[config.mk]
export PLATFORM = sky130hd
export DESIGN_NAME = filt_cic_comp
export DESIGN_NICKNAME = d
export VERILOG_FILES = /design/src/rtl/filt_cic_comp.sv
export SDC_FILE = /design/constraint.sdc
export NUM_CORES = 1
export LEC_CHECK = 0
export BUFFER_PORTS_ARGS = -buffer_cell sky130_fd_sc_hd__buf_4
export CAP_MARGIN = 25
export CORE_UTILIZATION = 49
export CTS_CLUSTER_SIZE = 40
export DETAILED_ROUTE_END_ITERATION = 7
export PLACE_DENSITY_LB_ADDON = 0.25
export SLEW_MARGIN = 20
export SYNTH_ARGS = -nofsm -noshare
export SYNTH_HDL_FRONTEND = slang
export SYNTH_SLANG_ARGS = --single-unit
[constraint.sdc]
create_clock -name i_clk -period 7.3 [get_ports i_clk]
set_clock_uncertainty 0.1 [all_clocks]
set_input_delay 1.46 -clock i_clk [delete_from_list [all_inputs] [get_ports i_clk]]
set_output_delay 1.46 -clock i_clk [all_outputs]
set_load 0.01 [all_outputs]
[src/rtl/filt_cic_comp.sv]
// ---------------------------------------------------------------------------
// filt_cic_comp
// Decimate-by-2 droop-compensation FIR that sits right after the CIC
// decimator. Every accepted sample lands in a circular buffer; every second
// accepted sample (the "trigger" sample) launches a serial MAC over all taps,
// after which the result is rounded, saturated and strobed out.
//
// Ports
//   i_clk      clock
//   i_rst      asynchronous active-high reset
//   i_valid    input sample strobe
//   i_data     signed input sample (CIC output)
//   o_valid    one-cycle output strobe
//   o_data     signed output, held until the next o_valid
//   o_busy     high while the MAC / output stage is running
//   o_overrun  sticky flag, set when an input sample had to be dropped
// ---------------------------------------------------------------------------
module filt_cic_comp #(
    parameter int gp_inp_width  = 14,
    parameter int gp_oup_width  = 16,
    parameter int gp_coef_width = 8,
    parameter int gp_nr_taps    = 5,
    parameter logic [gp_nr_taps*gp_coef_width-1:0] gp_coeffs = 40'h0102030201,
    parameter int gp_shift      = 0,
    parameter int gp_phase      = 0
) (
    input  logic                           i_clk,
    input  logic                           i_rst,
    input  logic                           i_valid,
    input  logic signed [gp_inp_width-1:0] i_data,
    output logic                           o_valid,
    output logic signed [gp_oup_width-1:0] o_data,
    output logic                           o_busy,
    output logic                           o_overrun
);

    localparam int PRW = gp_inp_width + gp_coef_width;
    localparam int AW  = PRW + $clog2(gp_nr_taps);
    localparam int PW  = $clog2(gp_nr_taps);
    // Post-processing width: room for the rounding add and for a direct
    // signed compare against the output limits.
    localparam int EW  = (AW + 1 > gp_oup_width) ? AW + 1 : gp_oup_width + 1;
    localparam int RS  = (gp_shift > 0) ? gp_shift - 1 : 0;
    localparam logic [PW-1:0] LAST = PW'(gp_nr_taps - 1);
    localparam logic signed [EW-1:0] OMAX =
        {{(EW-gp_oup_width+1){1'b0}}, {(gp_oup_width-1){1'b1}}};
    localparam logic signed [EW-1:0] OMIN = ~OMAX;

    typedef enum logic [1:0] {S_IDLE, S_MAC, S_OUT} state_t;

    state_t                          state_q, state_d;
    logic signed [gp_inp_width-1:0]  buf_q [gp_nr_taps];
    logic [PW-1:0]                   wptr_q;   // oldest entry = next write slot
    logic [PW-1:0]                   rd_q;     // buffer slot holding x[k]
    logic [PW-1:0]                   k_q;
    logic                            phase_q;
    logic                            pend_vld_q, pend_vld_d;
    logic signed [gp_inp_width-1:0]  pend_data_q, pend_data_d;
    logic signed [AW-1:0]            acc_q, acc_d;
    logic                            ovr_q, ovr_d;
    logic                            o_valid_q;
    logic signed [gp_oup_width-1:0]  o_data_q, o_data_d;

    logic                            wen, trig;
    logic signed [gp_inp_width-1:0]  wdata;
    logic signed [gp_coef_width-1:0] coef;
    logic signed [gp_inp_width-1:0]  xk;
    logic signed [PRW-1:0]           prod;
    logic signed [EW-1:0]            acc_x, rnd, shr;

    // Control: buffer writes, pending register, overrun and next state.
    // A pending sample is committed on the first IDLE cycle; a sample that
    // arrives in that same cycle refills the pending register.
    always_comb begin
        state_d     = state_q;
        wen         = 1'b0;
        wdata       = i_data;
        trig        = 1'b0;
        pend_vld_d  = pend_vld_q;
        pend_data_d = pend_data_q;
        ovr_d       = ovr_q;
        case (state_q)
            S_IDLE: begin
                if (pend_vld_q) begin
                    wen        = 1'b1;
                    wdata      = pend_data_q;
                    pend_vld_d = i_valid;
                    if (i_valid) pend_data_d = i_data;
                end else if (i_valid) begin
                    wen = 1'b1;
                end
                trig = wen && (phase_q == 1'(gp_phase));
                if (trig) state_d = S_MAC;
            end
            S_MAC: begin
                if (k_q == LAST) state_d = S_OUT;
                if (i_valid) begin
                    if (!pend_vld_q) begin
                        pend_vld_d  = 1'b1;
                        pend_data_d = i_data;
                    end else begin
                        ovr_d = 1'b1;
                    end
                end
            end
            default: begin
                state_d = S_IDLE;
                if (i_valid) begin
                    if (!pend_vld_q) begin
                        pend_vld_d  = 1'b1;
                        pend_data_d = i_data;
                    end else begin
                        ovr_d = 1'b1;
                    end
                end
            end
        endcase
    end

    // Datapath: one product per cycle, then round-half-up and saturate.
    always_comb begin
        coef  = gp_coeffs[int'(k_q)*gp_coef_width +: gp_coef_width];
        xk    = buf_q[rd_q];
        prod  = coef * xk;
        acc_d = acc_q + {{(AW-PRW){prod[PRW-1]}}, prod};
        acc_x = {{(EW-AW){acc_q[AW-1]}}, acc_q};
        rnd   = (gp_shift > 0) ? (EW'(1) << RS) : '0;
        shr   = (acc_x + rnd) >>> gp_shift;
        if (shr > OMAX)      o_data_d = OMAX[gp_oup_width-1:0];
        else if (shr < OMIN) o_data_d = OMIN[gp_oup_width-1:0];
        else                 o_data_d = shr[gp_oup_width-1:0];
    end

    always_ff @(posedge i_clk or posedge i_rst) begin
        if (i_rst) begin
            state_q     <= S_IDLE;
            for (int i = 0; i < gp_nr_taps; i++) buf_q[i] <= '0;
            wptr_q      <= '0;
            rd_q        <= '0;
            k_q         <= '0;
            phase_q     <= 1'b0;
            pend_vld_q  <= 1'b0;
            pend_data_q <= '0;
            acc_q       <= '0;
            ovr_q       <= 1'b0;
            o_valid_q   <= 1'b0;
            o_data_q    <= '0;
        end else begin
            state_q     <= state_d;
            pend_vld_q  <= pend_vld_d;
            pend_data_q <= pend_data_d;
            ovr_q       <= ovr_d;
            o_valid_q   <= 1'b0;
            if (wen) begin
                buf_q[wptr_q] <= wdata;
                wptr_q        <= (wptr_q == LAST) ? '0 : wptr_q + 1'b1;
                phase_q       <= ~phase_q;
            end
            case (state_q)
                S_IDLE: if (trig) begin
                    acc_q <= '0;
                    k_q   <= '0;
                    rd_q  <= wptr_q;  // slot being written now = newest sample
                end
                S_MAC: begin
                    acc_q <= acc_d;
                    k_q   <= k_q + 1'b1;
                    rd_q  <= (rd_q == '0) ? LAST : rd_q - 1'b1;  // walk toward older samples
                end
                default: begin
                    o_valid_q <= 1'b1;
                    o_data_q  <= o_data_d;
                end
            endcase
        end
    end

    assign o_valid   = o_valid_q;
    assign o_data    = o_data_q;
    assign o_busy    = (state_q != S_IDLE);
    assign o_overrun = ovr_q;

endmodule

==> results of run 1 <==
[registers in the layout, summed over array words and instances (netlist names)]
register	flops
wptr_q	3
k_q	3
o_overrun	1
buf_q	70
pend_vld_q	1
pend_data_q	14
rd_q	3
acc_q	25
o_valid	1
o_data	16
state_q	2
phase_q	1
[metal layers]
layer | routed length, um | vias up | part of all wire
li1 | - | 3459 | -
met3 | 650 | 30 | 0.034
met1 | 9050 | 3237 | 0.47
met4 | 419 | 0 | 0.022
met5 | 0 | - | 0
met2 | 9270 | 138 | 0.48
[stage by stage]
| step | setup WS, ns | instance area (um^2) | cells | hold slack [ns] |
|---|---|---|---|---|
| 6_report | 0.666 | 9760 | 1221 | 0.373 |
| 4_1_cts | 0.739 | 9750 | 1221 | 0.381 |
| 5_1_grt | 0.198 | 9760 | 1221 | 0.397 |
| 2_1_floorplan | 1.38 | 8720 | 960 | 0.350 |
| 3_3_place_gp | 0.962 | 9200 | 1188 | 0.361 |
| 3_5_place_dp | 0.780 | 9210 | 1189 | 0.367 |
[cells in the mapped netlist, drive strengths merged (9+ instances only)]
cell / n
clkbuf: 36
a21o: 11
buf: 9
nor2: 122
ha: 80
nand2: 104
dfrtp: 140
o21ai: 85
mux2: 16
inv: 28
mux2i: 45
nand3: 23
xnor2: 23
a21oi: 99
[how the worst min path moves through the flow]
stage,from,end,cells after the start
finish,o_overrun$_DFFE_PP0P_,o_overrun$_DFFE_PP0P_,1
global placement,buf_q[17]$_DFFE_PP0P_,buf_q[17]$_DFFE_PP0P_,2
floorplan,buf_q[0]$_DFFE_PP0P_,buf_q[0]$_DFFE_PP0P_,2
CTS,o_overrun$_DFFE_PP0P_,o_overrun$_DFFE_PP0P_,1
global route,buf_q[20]$_DFFE_PP0P_,buf_q[20]$_DFFE_PP0P_,2
detailed placement,o_overrun$_DFFE_PP0P_,o_overrun$_DFFE_PP0P_,1
[layout by cell type, fill, tap and decap left out, drive strengths merged, types with 16 or more instances in the layout]
cell	instances
a21oi	99
buf	49
clkbuf	20
dfrtp	140
ha	80
inv	30
mux2	16
mux2i	45
nand2	104
nand3	23
nor2	122
o21ai	85
xnor2	23
[logic make-up after synthesis]
| kind of cell | count (synthesis) | share of synthesized area |
|---|---|---|
| buffers and inverters | 74 | 0.0326 |
| AO/OA/AOI/OAI | 271 | 0.188 |
| flip-flops | 140 | 0.402 |
| adder cells (fa/ha/maj) | 84 | 0.123 |
| XOR/XNOR | 31 | 0.0311 |
| AND/OR/NAND/NOR | 299 | 0.152 |
| multiplexers | 61 | 0.0723 |
[layout make-up]
cell class | instances | area (um^2) | share of cell area
inverter | 29 | 114 | 0.0117
tap | 225 | 282 | 0.0289
sequential | 140 | 3500 | 0.359
timing repair buffer | 49 | 372 | 0.0381
clock buffer | 20 | 447 | 0.0458
multi-input combinational | 746 | 4950 | 0.507
clock inverter | 12 | 91.3 | 0.00936
==> run summary, run 1 <==
Grt ovf = 0
Setup bufs post-CTS = 0
Detail Placement HPWL = 14300 um
Number of enable flip-flop cells after synthesis = 0
Final Slew Violations = 0
Syn_nets = 1060
CTS tree = done
Remaining DRCs = 0
Max-Cap Viols = 0
Num rows = 48
Htree depth = 4
Hold buffers post-CTS = 0
Area Overhead vs Synth = 11.8%
Critical Path Start = rd_q[2]$_DFFE_PP0P_
Setup crit start kind = flop
CP Class = flop to flop
Pre-Repair DR Iteration Count = 5
Setup TNS = 0 ns
Initial drt markers = 432
Unrepaired setup endpoints after global routing = no
Post-CTS Resized = 0
M3 GR Usage = 0.0374
Die width = 135 um
Clock Tree Root = clkbuf_16
TritonCTS buffer count = 17
Syn Area/Cell = 9.09 um^2
Antenna diodes = 0
Sequential area share after synthesis = 0.402
CP arrival = 6.85 ns
Final Util = 0.562
Netlist Area Pre-Place = 0.00872 mm^2
Buf+Inv Stages, Crit Path = 1
Worst hold path class = flop to flop
Final worst path period need = 6.63 ns
Crit. End Element = flop
Yosys warnings = 0
Met2 global-route usage = 0.379
Status = finished clean
Gr busiest metal = met2
Wirelength per Cell = 15.9 um
FMAX = 151 MHz
WP depth = 25
Tcrit/Tclk final = 0.909
Most used cell, CP = ha_1
# IOs = 36
Seq cells post-synth = 140
RR Endpoint = acc_q[22]$_DFFE_PP0P_
GRT met1 Usage = 0.293
R2R Path Start = rd_q[2]$_DFFE_PP0P_
R2R setup slack = 0.67 ns
Layout cell share with drive strength beyond 1 = 0.114
Crit path max-delay family = compound AO/OA/AOI/OAI gates
Placer Congestion = 0.960
Via count = 6864
CP required = 7.52 ns
Rel. slew slack = 0.276
Largest net degree at the start of global routing = 78
Worst skew pair latency = 0.43 ns
Input/output buffers = 35
Tightest Pin Transition = 1.08 ns
Core area = 0.0174 mm^2
Fill count = 1555
Async set-reset flop share out of synthesis = 1.00
Worst-path clk slew = 0.06 ns
Critical path's largest stage delay = 0.66 ns
Antenna Violating Nets Remaining = 0
Synth top area cells = dfrtp_1, ha_1, a21oi_1, nor2_1, mux2i_1
Starting density of the core = 0.503
Final setup fails = 0
Yosys top cell by area = dfrtp_1
Wire length of the first global-routing pass = 32700 um
Crit path to = acc_q[22]$_DFFE_PP0P_
Unique cell type count in the Yosys netlist = 69
WL final = 19400 um
Initial antenna violation count = 0
Post-synth top area share = 0.402
Die extent in y = 135 um
Worst-path maximum fanout = 15
Mapped Cells = 960
Worst r2r path cells = 25
Fin. Hold Viols = 0
Gr usage total = 0.226
Die ar. = 0.0183 mm^2
Fin nets = 1083
Mean number of vias per cell = 5.62
Slowest CP cell = dfrtp_1
Clock Path Buffers = 2
Sink Count = 140
Number of global-route vias before repair = 6621
Post-synth top flop = dfrtp_1
Power of run 1 is not shown: default switching activity piles up to over one toggle a cycle in this logic, so the estimate is an artifact.
==> inputs of run 2 (changes only) <==
--- a/config.mk
+++ b/config.mk
@@ -7,6 +7,7 @@
 export LEC_CHECK = 0
 export BUFFER_PORTS_ARGS = -buffer_cell sky130_fd_sc_hd__buf_4
 export CAP_MARGIN = 25
+export CORE_ASPECT_RATIO = 0.8
 export CORE_UTILIZATION = 49
 export CTS_CLUSTER_SIZE = 40
 export DETAILED_ROUTE_END_ITERATION = 7
==> run summary, run 2 (synthesis gave the netlist of run 1 again) <==
Status = finished clean
Worst r2r path cells = 26
Fin. Hold Viols = 0
Worst-path clk slew = 0.07 ns
FMAX = 154 MHz
Final Slew Violations = 0
Max-Cap Viols = 0
R2R Path Start = rd_q[0]$_DFFE_PP0P_
Setup crit start kind = flop
Clock Tree Root = clkbuf_16
Gr busiest metal = met2
Met2 global-route usage = 0.333
Remaining DRCs = 0
Gr usage total = 0.225
Antenna Violating Nets Remaining = 0
Largest register FFs = 70
Area Overhead vs Synth = 13.0%
Via count = 6961
Most frequent cells in the layout = dfrtp_1, nor2_1, nand2_1, a21oi_1, ha_1
Tightest Pin Transition = 0.953 ns
Starting density of the core = 0.502
Crit. End Element = flop
Setup bufs post-CTS = 0
Layout cell share with drive strength beyond 1 = 0.117
Sink Count = 140
GRT met1 Usage = 0.329
Wire length of the first global-routing pass = 32100 um
Biggest register = buf_q
Crit path to = acc_q[22]$_DFFE_PP0P_
WL final = 19500 um
Fill count = 1519
Pre-Repair DR Iteration Count = 5
Largest net degree at the start of global routing = 86
Non-filler cells in the finished layout = 1223
Die ar. = 0.0183 mm^2
Die width = 151 um
Setup TNS = 0 ns
Fin nets = 1085
Number of global-route vias before repair = 6423
CP required = 7.52 ns
Htree depth = 4
Final setup fails = 0
Tcrit/Tclk final = 0.890
Placer Congestion = 0.895
Hold buffers post-CTS = 0
Rel. slew slack = 0.364
Core area = 0.0174 mm^2
R2R setup slack = 0.80 ns
Hold_ws = 0.379 ns
Post-CTS Resized = 0
Worst-path maximum fanout = 22
CTS tree = done
# IOs = 36
Critical path's largest stage delay = 0.54 ns
Wirelength per Cell = 15.9 um
Antenna diodes = 0
M3 GR Usage = 0.0500
Worst hold path class = flop to flop
Most used cell, CP = ha_1
Mean number of vias per cell = 5.69
Num rows = 43
Die extent in y = 121 um
CP arrival = 6.72 ns
Slowest CP cell = dfrtp_1
RR Endpoint = acc_q[22]$_DFFE_PP0P_
Most common cell after layout, fill and taps aside = dfrtp_1
Clock Path Buffers = 2
TritonCTS buffer count = 17
Final worst path period need = 6.50 ns
Critical Path Start = rd_q[0]$_DFFE_PP0P_
CP Class = flop to flop
Input/output buffers = 35
Initial antenna violation count = 0
Unrepaired setup endpoints after global routing = no
Grt ovf = 0
Initial drt markers = 480
Placed cell count = 1189
Worst skew pair latency = 0.43 ns
Detail Placement HPWL = 13900 um
[run 2: cell types whose count changed in the layout (fill, tap and decap cells not counted), moves of 2 or more]
cell and change:
clkinv_8 +5, clkinv_4 -2, clkbuf_1 -2, clkinv_2 -3
buf_4 +2, inv_6 -2, inv_8 +7, clkinvlp_4 -2
[run 2: cell type report]
class	instances	area, um^2	share of cell area
clock inverters	15	186	0.0189
repair buffers	51	403	0.0409
well taps	225	282	0.0286
inverters	29	114	0.0116
flip-flops and latches	140	3500	0.355
multi-input cells	746	4940	0.502
clock buffers	17	425	0.0432
[run 2: stage by stage]
| step | util | area [um^2] | setup WS, ns |
|---|---|---|---|
| global placement | 0.530 | 9210 | 0.822 |
| detailed placement | 0.530 | 9210 | 0.630 |
| CTS | 0.565 | 9820 | 0.534 |
| floorplan | - | 8720 | 1.38 |
| finish | 0.567 | 9860 | 0.802 |
| global route | 0.567 | 9860 | 0.324 |
[run 2: worst min path at each step]
stage                                      from                    end  slack [ns]  cells after the start
after detailed placement   buf_q[0]$_DFFE_PP0P_   buf_q[0]$_DFFE_PP0P_        0.37                      2
after global routing       buf_q[6]$_DFFE_PP0P_   buf_q[6]$_DFFE_PP0P_        0.41                      2
after CTS                  buf_q[0]$_DFFE_PP0P_   buf_q[0]$_DFFE_PP0P_        0.39                      2
after global placement    buf_q[27]$_DFFE_PP0P_  buf_q[27]$_DFFE_PP0P_        0.36                      2
after floorplan            buf_q[0]$_DFFE_PP0P_   buf_q[0]$_DFFE_PP0P_        0.35                      2
final                     o_overrun$_DFFE_PP0P_  o_overrun$_DFFE_PP0P_        0.38                      1
[run 2: metal layers]
| metal | routed length (um) | part of all wire | vias up |
|---|---|---|---|
| li1 | - | - | 3462 |
| met1 | 9850 | 0.51 | 3336 |
| met2 | 8560 | 0.44 | 148 |
| met3 | 874 | 0.045 | 15 |
| met4 | 214 | 0.011 | 0 |
| met5 | 0 | 0 | - |
[run 2: worst max-delay path, delay by kind of cell, from the launching register on]
family                     cells  cell delay (ns)
AOI/OAI and AO/OA             15             3.05
buffers and inverters          2             0.43
adders and majority gates      5             1.56
and+or+nand+nor                3             0.55
xor gates and xnor gates       1             0.16
DFF                            1             0.54
Power of run 2 is left out for the same reason.
==> inputs of run 3 (changes only) <==
--- a/config.mk
+++ b/config.mk
@@ -7,6 +7,8 @@
 export LEC_CHECK = 0
 export BUFFER_PORTS_ARGS = -buffer_cell sky130_fd_sc_hd__buf_4
 export CAP_MARGIN = 25
+export CELL_PAD_IN_SITES_DETAIL_PLACEMENT = 0
+export CELL_PAD_IN_SITES_GLOBAL_PLACEMENT = 1
 export CORE_ASPECT_RATIO = 0.8
 export CORE_UTILIZATION = 49
 export CTS_CLUSTER_SIZE = 40
==> run summary, run 3 (synthesis gave the netlist of run 1 again) <==
Layout cell share with drive strength beyond 1 = 0.119
Core area = 0.0174 mm^2
Fin. Hold Viols = 0
Detail Placement HPWL = 14700 um
# IOs = 36
Status = finished clean
Htree depth = 4
Remaining DRCs = 0
Initial drt markers = 469
Setup crit start kind = flop
M3 GR Usage = 0.0470
TritonCTS buffer count = 17
Worst hold path class = flop to flop
Clock Path Buffers = 2
Fin nets = 1086
Worst-path maximum fanout = 20
Via count = 6956
Largest net degree at the start of global routing = 72
CP arrival = 6.63 ns
Input/output buffers = 35
Area Overhead vs Synth = 12.5%
Most common cell after layout, fill and taps aside = dfrtp_1
Most frequent cells in the layout = dfrtp_1, nor2_1, nand2_1, a21oi_1, ha_1
Final setup fails = 0
Post-CTS Resized = 0
Num rows = 43
Unrepaired setup endpoints after global routing = no
Antenna Violating Nets Remaining = 0
Fill count = 1596
Die extent in y = 121 um
Rel. slew slack = 0.332
Hold buffers post-CTS = 0
CP required = 7.52 ns
Final Slew Violations = 0
CTS tree = done
Crit. End Element = flop
Clock Tree Root = clkbuf_16
Setup bufs post-CTS = 0
Non-filler cells in the finished layout = 1224
Largest register FFs = 70
Setup TNS = 0 ns
GRT met1 Usage = 0.364
Met2 global-route usage = 0.336
WL final = 20300 um
Gr busiest metal = met1
Mean number of vias per cell = 5.68
Die width = 151 um
Grt ovf = 0
Tcrit/Tclk final = 0.877
Placer Congestion = 0.887
Number of global-route vias before repair = 6573
Gr usage total = 0.237
Max-Cap Viols = 0
CP Class = flop to flop
Wire length of the first global-routing pass = 33500 um
FMAX = 156 MHz
Die ar. = 0.0183 mm^2
Pre-Repair DR Iteration Count = 8
Worst skew pair latency = 0.43 ns
Initial antenna violation count = 0
Wirelength per Cell = 16.5 um
Biggest register = buf_q
Final worst path period need = 6.40 ns
Starting density of the core = 0.502
Worst-path clk slew = 0.07 ns
Placed cell count = 1192
Sink Count = 140
Antenna diodes = 0
Tightest Pin Transition = 1.00 ns
[run 3: changes by cell type in the layout (fill, tap and decap cells not counted), sizes merged]
cell | previous run | this run
inv | 35 | 36
buf | 51 | 52
clkinvlp | 0 | 3
clkinv | 9 | 5
[run 3: worst max-delay path, stage by stage (launching register included)]
cell,delay (ns)
dfrtp_1,0.35
buf_4,0.34
mux2i_1,0.24
o22ai_1,0.11
a21oi_1,0.31
nor2_1,0.08
ha_1,0.21
ha_1,0.28
ha_1,0.29
ha_1,0.23
fa_1,0.41
a21o_1,0.20
a21oi_1,0.22
o21bai_1,0.15
a311oi_1,0.35
o21ai_1,0.21
a211oi_1,0.32
o21bai_1,0.16
ha_1,0.31
a21oi_1,0.24
o21bai_1,0.10
a21oi_1,0.22
o41ai_1,0.17
o311a_1,0.16
or3_1,0.30
a32o_1,0.24
[run 3: cell type report]
cell class | count | area, um^2 | share of cell area
tap | 225 | 282 | 0.0287
timing repair buffer | 52 | 390 | 0.0398
sequential | 140 | 3500 | 0.357
clock buffer | 17 | 425 | 0.0434
inverter | 29 | 114 | 0.0116
multi-input combinational | 746 | 4950 | 0.504
clock inverter | 15 | 150 | 0.0153
[run 3: final timing paths]
path | slack, ns | from | end | cells after the start
worst min-delay path | 0.38 | buf_q[16]$_DFFE_PP0P_ | buf_q[16]$_DFFE_PP0P_ | 2
max in group asynchronous | 4.73 | i_rst | buf_q[49]$_DFFE_PP0P_ | 3
worst max-delay path | 0.90 | rd_q[2]$_DFFE_PP0P_ | acc_q[22]$_DFFE_PP0P_ | 25
worst max register to register | 0.90 | rd_q[2]$_DFFE_PP0P_ | acc_q[22]$_DFFE_PP0P_ | 25
min in group asynchronous | 1.02 | i_rst | o_data[1]$_DFFE_PP0P_ | 2
worst min register to register | 0.38 | buf_q[16]$_DFFE_PP0P_ | buf_q[16]$_DFFE_PP0P_ | 2
[run 3: through the flow]
step | hold WS, ns | setup slack [ns] | instance area [um^2] | util
2_1_floorplan | 0.350 | 1.38 | 8720 | -
6_report | 0.382 | 0.896 | 9810 | 0.565
5_1_grt | 0.405 | 0.483 | 9810 | 0.565
3_5_place_dp | 0.370 | 0.981 | 9230 | 0.531
4_1_cts | 0.384 | 0.967 | 9810 | 0.564
3_3_place_gp | 0.361 | 1.15 | 9230 | 0.531
[run 3: routing by layer]
layer	wire length, um	part of all wire
met1	10400	0.51
met2	8580	0.42
met3	1060	0.052
met4	212	0.010
met5	0	0
Power of run 3 is left out for the same reason.
